[src/rtl/digital_clock_ctrl_sar_pkg.sv]
// Shared encodings and limits for the time-set controller and its BCD incrementer.
package digital_clock_ctrl_pkg_sar;

    localparam logic [2:0] ST_RUN     = 3'd0;
    localparam logic [2:0] ST_SET_HR  = 3'd1;
    localparam logic [2:0] ST_SET_MIN = 3'd2;
    localparam logic [2:0] ST_SET_SEC = 3'd3;
    localparam logic [2:0] ST_COMMIT  = 3'd4;

    typedef enum logic [2:0] {
        RUN     = ST_RUN,
        SET_HR  = ST_SET_HR,
        SET_MIN = ST_SET_MIN,
        SET_SEC = ST_SET_SEC,
        COMMIT  = ST_COMMIT
    } state_t;

    localparam logic [7:0] HOUR_MAX   = 8'h23;
    localparam logic [7:0] MINSEC_MAX = 8'h59;

    typedef struct packed {
        logic [7:0] hour;
        logic [7:0] min;
        logic [7:0] sec;
    } bcd_time_t;

endpackage

[src/rtl/digital_clock_ctrl_sar_bcd_inc.sv]
// Packed-BCD increment with wrap at max_val; invalid or out-of-range values wrap to 00.
module bcd_inc_sar (
    input  logic [7:0] value,
    input  logic [7:0] max_val,
    output logic [7:0] result
);

    logic [3:0] hi;
    logic [3:0] lo;

    assign hi = value[7:4];
    assign lo = value[3:0];

    always_comb begin
        if ((value >= max_val) || (hi > 4'd9) || (lo > 4'd9)) begin
            result = 8'h00;
        end else if (lo == 4'd9) begin
            result = {hi + 4'd1, 4'h0};
        end else begin
            result = {hi, lo + 4'd1};
        end
    end

endmodule

[src/rtl/digital_clock_ctrl_sar.sv]
// Time-set controller: gates the counter enable from the 1 Hz tick and runs the
// button-driven edit of a shadow hour/min/sec copy, committed with a one-cycle load.
//
//   state   | meaning
//   --------+-----------------------------------------------------------
//   RUN     | clock counting, cnt_en follows tick_1hz
//   SET_HR  | clock frozen, inc edits shadow hour
//   SET_MIN | clock frozen, inc edits shadow minute
//   SET_SEC | clock frozen, inc edits shadow second
//   COMMIT  | one cycle: load strobe with shadow values, tick dropped
module digital_clock_ctrl_sar
    import digital_clock_ctrl_pkg_sar::*;
#(
    parameter int TIMEOUT_TICKS = 10
) (
    input  logic       clk,
    input  logic       rst_n,
    input  logic       tick_1hz,
    input  logic       btn_mode,
    input  logic       btn_inc,
    input  logic [7:0] cur_hour,
    input  logic [7:0] cur_min,
    input  logic [7:0] cur_sec,
    output logic       cnt_en,
    output logic       load,
    output logic [7:0] load_hour,
    output logic [7:0] load_min,
    output logic [7:0] load_sec,
    output logic [1:0] mode,
    output logic       blink
);

    localparam logic [7:0] TIMEOUT_LIMIT = 8'(TIMEOUT_TICKS);

    state_t     state_q, state_d;
    bcd_time_t  shadow_q, shadow_d;
    bcd_time_t  load_val_q, load_val_d;
    logic [7:0] timeout_q, timeout_d;
    logic       blink_q, blink_d;
    logic       btn_mode_q, btn_mode_d;
    logic       btn_inc_q, btn_inc_d;

    logic       mode_edge;
    logic       inc_edge;
    logic [7:0] inc_field;
    logic [7:0] inc_max;
    logic [7:0] inc_result;

    assign mode_edge = btn_mode & ~btn_mode_q;
    assign inc_edge  = btn_inc & ~btn_inc_q;

    always_comb begin
        inc_field = shadow_q.sec;
        inc_max   = MINSEC_MAX;
        case (state_q)
            SET_HR: begin
                inc_field = shadow_q.hour;
                inc_max   = HOUR_MAX;
            end
            SET_MIN: inc_field = shadow_q.min;
            default: ;
        endcase
    end

    bcd_inc_sar u_bcd_inc (
        .value   (inc_field),
        .max_val (inc_max),
        .result  (inc_result)
    );

    always_comb begin
        state_d    = state_q;
        shadow_d   = shadow_q;
        load_val_d = load_val_q;
        timeout_d  = timeout_q;
        blink_d    = blink_q;
        btn_mode_d = btn_mode;
        btn_inc_d  = btn_inc;

        case (state_q)
            RUN: begin
                if (mode_edge) begin
                    shadow_d  = {cur_hour, cur_min, cur_sec};
                    timeout_d = 8'd0;
                    blink_d   = 1'b0;
                    state_d   = SET_HR;
                end
            end
            SET_HR, SET_MIN, SET_SEC: begin
                if (tick_1hz) begin
                    blink_d = ~blink_q;
                end
                // Mode beats inc, and any edge beats the terminal tick.
                if (mode_edge) begin
                    timeout_d = 8'd0;
                    case (state_q)
                        SET_HR:  state_d = SET_MIN;
                        SET_MIN: state_d = SET_SEC;
                        default: begin
                            state_d    = COMMIT;
                            load_val_d = shadow_q;
                            blink_d    = 1'b0;
                        end
                    endcase
                end else if (inc_edge) begin
                    timeout_d = 8'd0;
                    case (state_q)
                        SET_HR:  shadow_d.hour = inc_result;
                        SET_MIN: shadow_d.min  = inc_result;
                        default: shadow_d.sec  = inc_result;
                    endcase
                end else if (tick_1hz) begin
                    timeout_d = timeout_q + 8'd1;
                    if (timeout_d >= TIMEOUT_LIMIT) begin
                        state_d = RUN;
                        blink_d = 1'b0;
                    end
                end
            end
            COMMIT: state_d = RUN;
            default: begin
                state_d = RUN;
                blink_d = 1'b0;
            end
        endcase
    end

    always_ff @(posedge clk) begin
        if (!rst_n) begin
            state_q    <= RUN;
            shadow_q   <= '0;
            load_val_q <= '0;
            timeout_q  <= 8'd0;
            blink_q    <= 1'b0;
            btn_mode_q <= 1'b1;
            btn_inc_q  <= 1'b1;
        end else begin
            state_q    <= state_d;
            shadow_q   <= shadow_d;
            load_val_q <= load_val_d;
            timeout_q  <= timeout_d;
            blink_q    <= blink_d;
            btn_mode_q <= btn_mode_d;
            btn_inc_q  <= btn_inc_d;
        end
    end

    always_comb begin
        mode = 2'd0;
        case (state_q)
            SET_HR:  mode = 2'd1;
            SET_MIN: mode = 2'd2;
            SET_SEC: mode = 2'd3;
            default: mode = 2'd0;
        endcase
    end

    assign cnt_en    = (state_q == RUN) & tick_1hz;
    assign load      = (state_q == COMMIT);
    assign load_hour = load_val_q.hour;
    assign load_min  = load_val_q.min;
    assign load_sec  = load_val_q.sec;
    assign blink     = blink_q;

endmodule
[config.mk]
export PLATFORM = sky130hd
export DESIGN_NAME = digital_clock_ctrl_sar
export DESIGN_NICKNAME = d
export VERILOG_FILES = /design/src/rtl/digital_clock_ctrl_sar_pkg.sv /design/src/rtl/digital_clock_ctrl_sar_bcd_inc.sv /design/src/rtl/digital_clock_ctrl_sar.sv
export SDC_FILE = /design/constraint.sdc
export NUM_CORES = 1
export LEC_CHECK = 0
export CORE_AREA = 2 2 82 84
export CTS_BUF_LIST = sky130_fd_sc_hd__clkbuf_16
export DETAILED_ROUTE_END_ITERATION = 7
export DIE_AREA = 0 0 84 86
export PLACE_DENSITY = 0.78
export SLEW_MARGIN = 5
export SYNTH_ARGS = -nofsm -noshare
export SYNTH_HDL_FRONTEND = slang
export SYNTH_SLANG_ARGS = --single-unit
[constraint.sdc]
create_clock -name clk -period 3.45 [get_ports clk]
set_input_delay 1.035 -clock clk [delete_from_list [all_inputs] [get_ports clk]]
set_output_delay 1.035 -clock clk [all_outputs]
set_load 0.02 [all_outputs]
==> results.cfg <==
[cts]
clk_path_buf_depth = 2
cts_resized = 0
clk_latency_ps = 320
cts_tree = yes
cts_made_buffers = 9
postCtsSetupBuffers = 0
clk_pin_slew_ps = 50
clock-sinks = 62
root_buffer = clkbuf_16
htree_levels = 3
cts_hold_buf = 0

[setup_path]
critical_path.endpoint = cnt_en
worstSetupStartpoint = tick_1hz
worstPathRequired_ps = 2410
critPathMaxFanout = 2
cp.arrival_ps = 2220
crit_path_frequent_cell = clkdlybuf4s50_1
endpoint_kind = primary output
cp_slowest_cell = clkdlybuf4s50_1
critical_path_class = in2out
cp_top_family = buffers and inverters
cp_num_cells = 3
r2r_setup_slack_ps = 320
worstPathCellList = clkdlybuf4s50_1 > and2_1 > clkdlybuf4s50_1
r2r_start = state_q[2]
cp_num_buf_inv = 2
reg2reg_to = shadow_q[5]
ff2ff_path_depth = 11
startpoint_type = primary input
cpPeakStageDelay_ps = 600

[timing]
worst_slack_ps = 191
tightest_slew_ps = 712
fin_crit_ps = 3260
finalHoldViolCount = 0
relSlewSlack = 0.513
max_freq_ghz = 0.307
finalSetupViolations = 0
skew_ps = 7.13
rsz0062_at_grt = false
drv_slew = 0
tns_ps = 0
fin_crit_sh = 0.945

[global_route]
grt_pass1_wl_um = 14100
overflow = 0
antenna_found_initial = 0
grt_pass1_vias = 2931
grt_use_total = 0.242
grt_start_max_net_pins = 49

[yosys]
syn_nets = 449
ys_ff_latch = 62
yosysSeqAreaShare = 0.383
ys_warn_count = 0
synth_ff_type = dfxtp_1
synth_area_per_cell_um2 = 7.86
synth_area_um2 = 3240
ys_types = 49
synthCells = 412
synth-edff-count = 0
synth-async-reset-ratio = 0

[floorplanning]
core_area_um2 = 6280
placementRows = 29
die_x_um = 84
die_area_um2 = 7220
start_util = 0.516
ios = 58
die_h_um = 86

[routing]
via_per_inst = 5.80
post_drt_wl_per_cell_um = 15.4
drt_iter0_markers = 316
vias = 3184
drc = 0
antenna_left = 0
wirelength_um = 8450
firstDrtPassIters = 5

[place]
io_buffer_count = 57
post-place-ws_ps = 194
routabilityCongestion = 1.02
dp_hpwl_um = 6000

[flow_run]
drv_cap = 0

[power]
p_leak_nw = 1.56
p_per_area_nw_per_um2 = 408
power_mw = 1.70
irDropWorstVdd_v = 0.000358

[status]
status = completed

[layout]
final_cell_mix = nand2_1 (83), dfxtp_1 (62), clkdlybuf4s50_1 (57), o21ai_0 (37), a21boi_0 (30)
drive_above_1_share = 0.0763
diodes = 0
final_common_cell = nand2_1
fin_nets = 505
synthToLayoutAreaGrowth_pct = 28.3

[worst_hold_path]
hold_path.class = reg2reg
synthesized netlist by cell type (2+ instances only):
cell type | number | area [µm²]
nand2_1 | 83 | 312
a21o_1 | 2 | 15.0
or2_2 | 3 | 18.8
inv_1 | 11 | 41.3
a22oi_1 | 4 | 30.0
nor2b_1 | 15 | 93.8
xnor2_1 | 4 | 35.0
or3_1 | 4 | 25.0
nand4_1 | 6 | 37.5
nand3_1 | 6 | 30.0
buf_2 | 3 | 15.0
buf_6 | 2 | 22.5
o21ai_0 | 37 | 185
and4_1 | 4 | 35.0
nand2b_1 | 4 | 25.0
clkbuf_1 | 21 | 78.8
ha_1 | 8 | 100
nand3b_1 | 7 | 52.6
a21oi_1 | 15 | 75.1
a31oi_1 | 27 | 169
o31ai_1 | 2 | 15.0
and2_1 | 2 | 12.5
a21boi_0 | 30 | 225
a22o_1 | 2 | 17.5
o21bai_1 | 2 | 15.0
nor2_1 | 16 | 60.1
nand4b_1 | 2 | 17.5
and3_1 | 3 | 18.8
dfxtp_1 | 62 | 1240
nor3_1 | 6 | 30.0
cell type report:
cell class	count	area [µm²]
Fill cell	543	2130
Clock buffer	9	225
Timing Repair Buffer	71	676
Sequential cell	62	1240
Inverter	11	41.3
Multi-Input combinational cell	313	1840
Tap cell	77	96.3
Clock inverter	6	30.0
worst min-delay path by stage:
stage	from	endpoint	slack (ps)	cells after the start
5_1_grt	load_sec[3]	load_sec[3]	480	2
3_5_place_dp	load_min[1]	load_min[1]	460	2
4_1_cts	load_min[1]	load_min[1]	460	2
2_1_floorplan	timeout_q[7]	timeout_q[7]	440	1
3_3_place_gp	load_sec[1]	load_sec[1]	450	2
6_report	load_min[1]	load_min[1]	460	2
per-stage QoR:
stage               hold slack [ps]  utilization  instance area [µm²]  instances
floorplan                       438            -                 3240        412
global placement                450        0.621                 3900        534
detailed placement              456        0.621                 3900        534
CTS                             462        0.661                 4150        549
global route                    482        0.661                 4150        549
finish                          459        0.661                 4150        549
state kept, by name, indices dropped and copies added (netlist names):
signal,count
blink,1
btn_inc_q,1
btn_mode_q,1
load_hour,8
load_min,8
load_sec,8
shadow_q,24
state_q,3
timeout_q,8
worst register-to-register path, cell delays in order, from the launching register on:
cell,delay (ps)
dfxtp_1,430
o21ba_2,350
nand2_1,120
a22oi_1,370
inv_1,110
ha_1,300
a21o_1,160
a21oi_1,180
o221ai_2,130
a21oi_1,380
o2111ai_1,280
a31oi_1,240
report_power, final:
| part | switching (mW) | internal, mW | total [mW] |
|---|---|---|---|
| logic | 0.0916 | 0.0808 | 0.172 |
| clock network | 0.298 | 0.471 | 0.769 |
| registers | 0.0183 | 0.736 | 0.754 |
| total | 0.408 | 1.29 | 1.70 |
metal layers:
layer	part of all wire	track usage	up-vias
met5	0	0	-
met4	0.019	0.0938	0
met3	0.060	0.0375	16
met2	0.46	0.389	118
met1	0.46	0.329	1470
li1	-	-	1580
cells by family (layout without fill, tap and decap cells):
group,after synthesis,count (layout),synth area share
flops,62,62,0.383
xor+xnor,5,5,0.0135
compound gates,134,134,0.273
buf+inv,37,97,0.0487
fa+ha+maj,8,8,0.0309
simple gates,166,166,0.250
No activity file was read; power rests on OpenSTA's default activity.
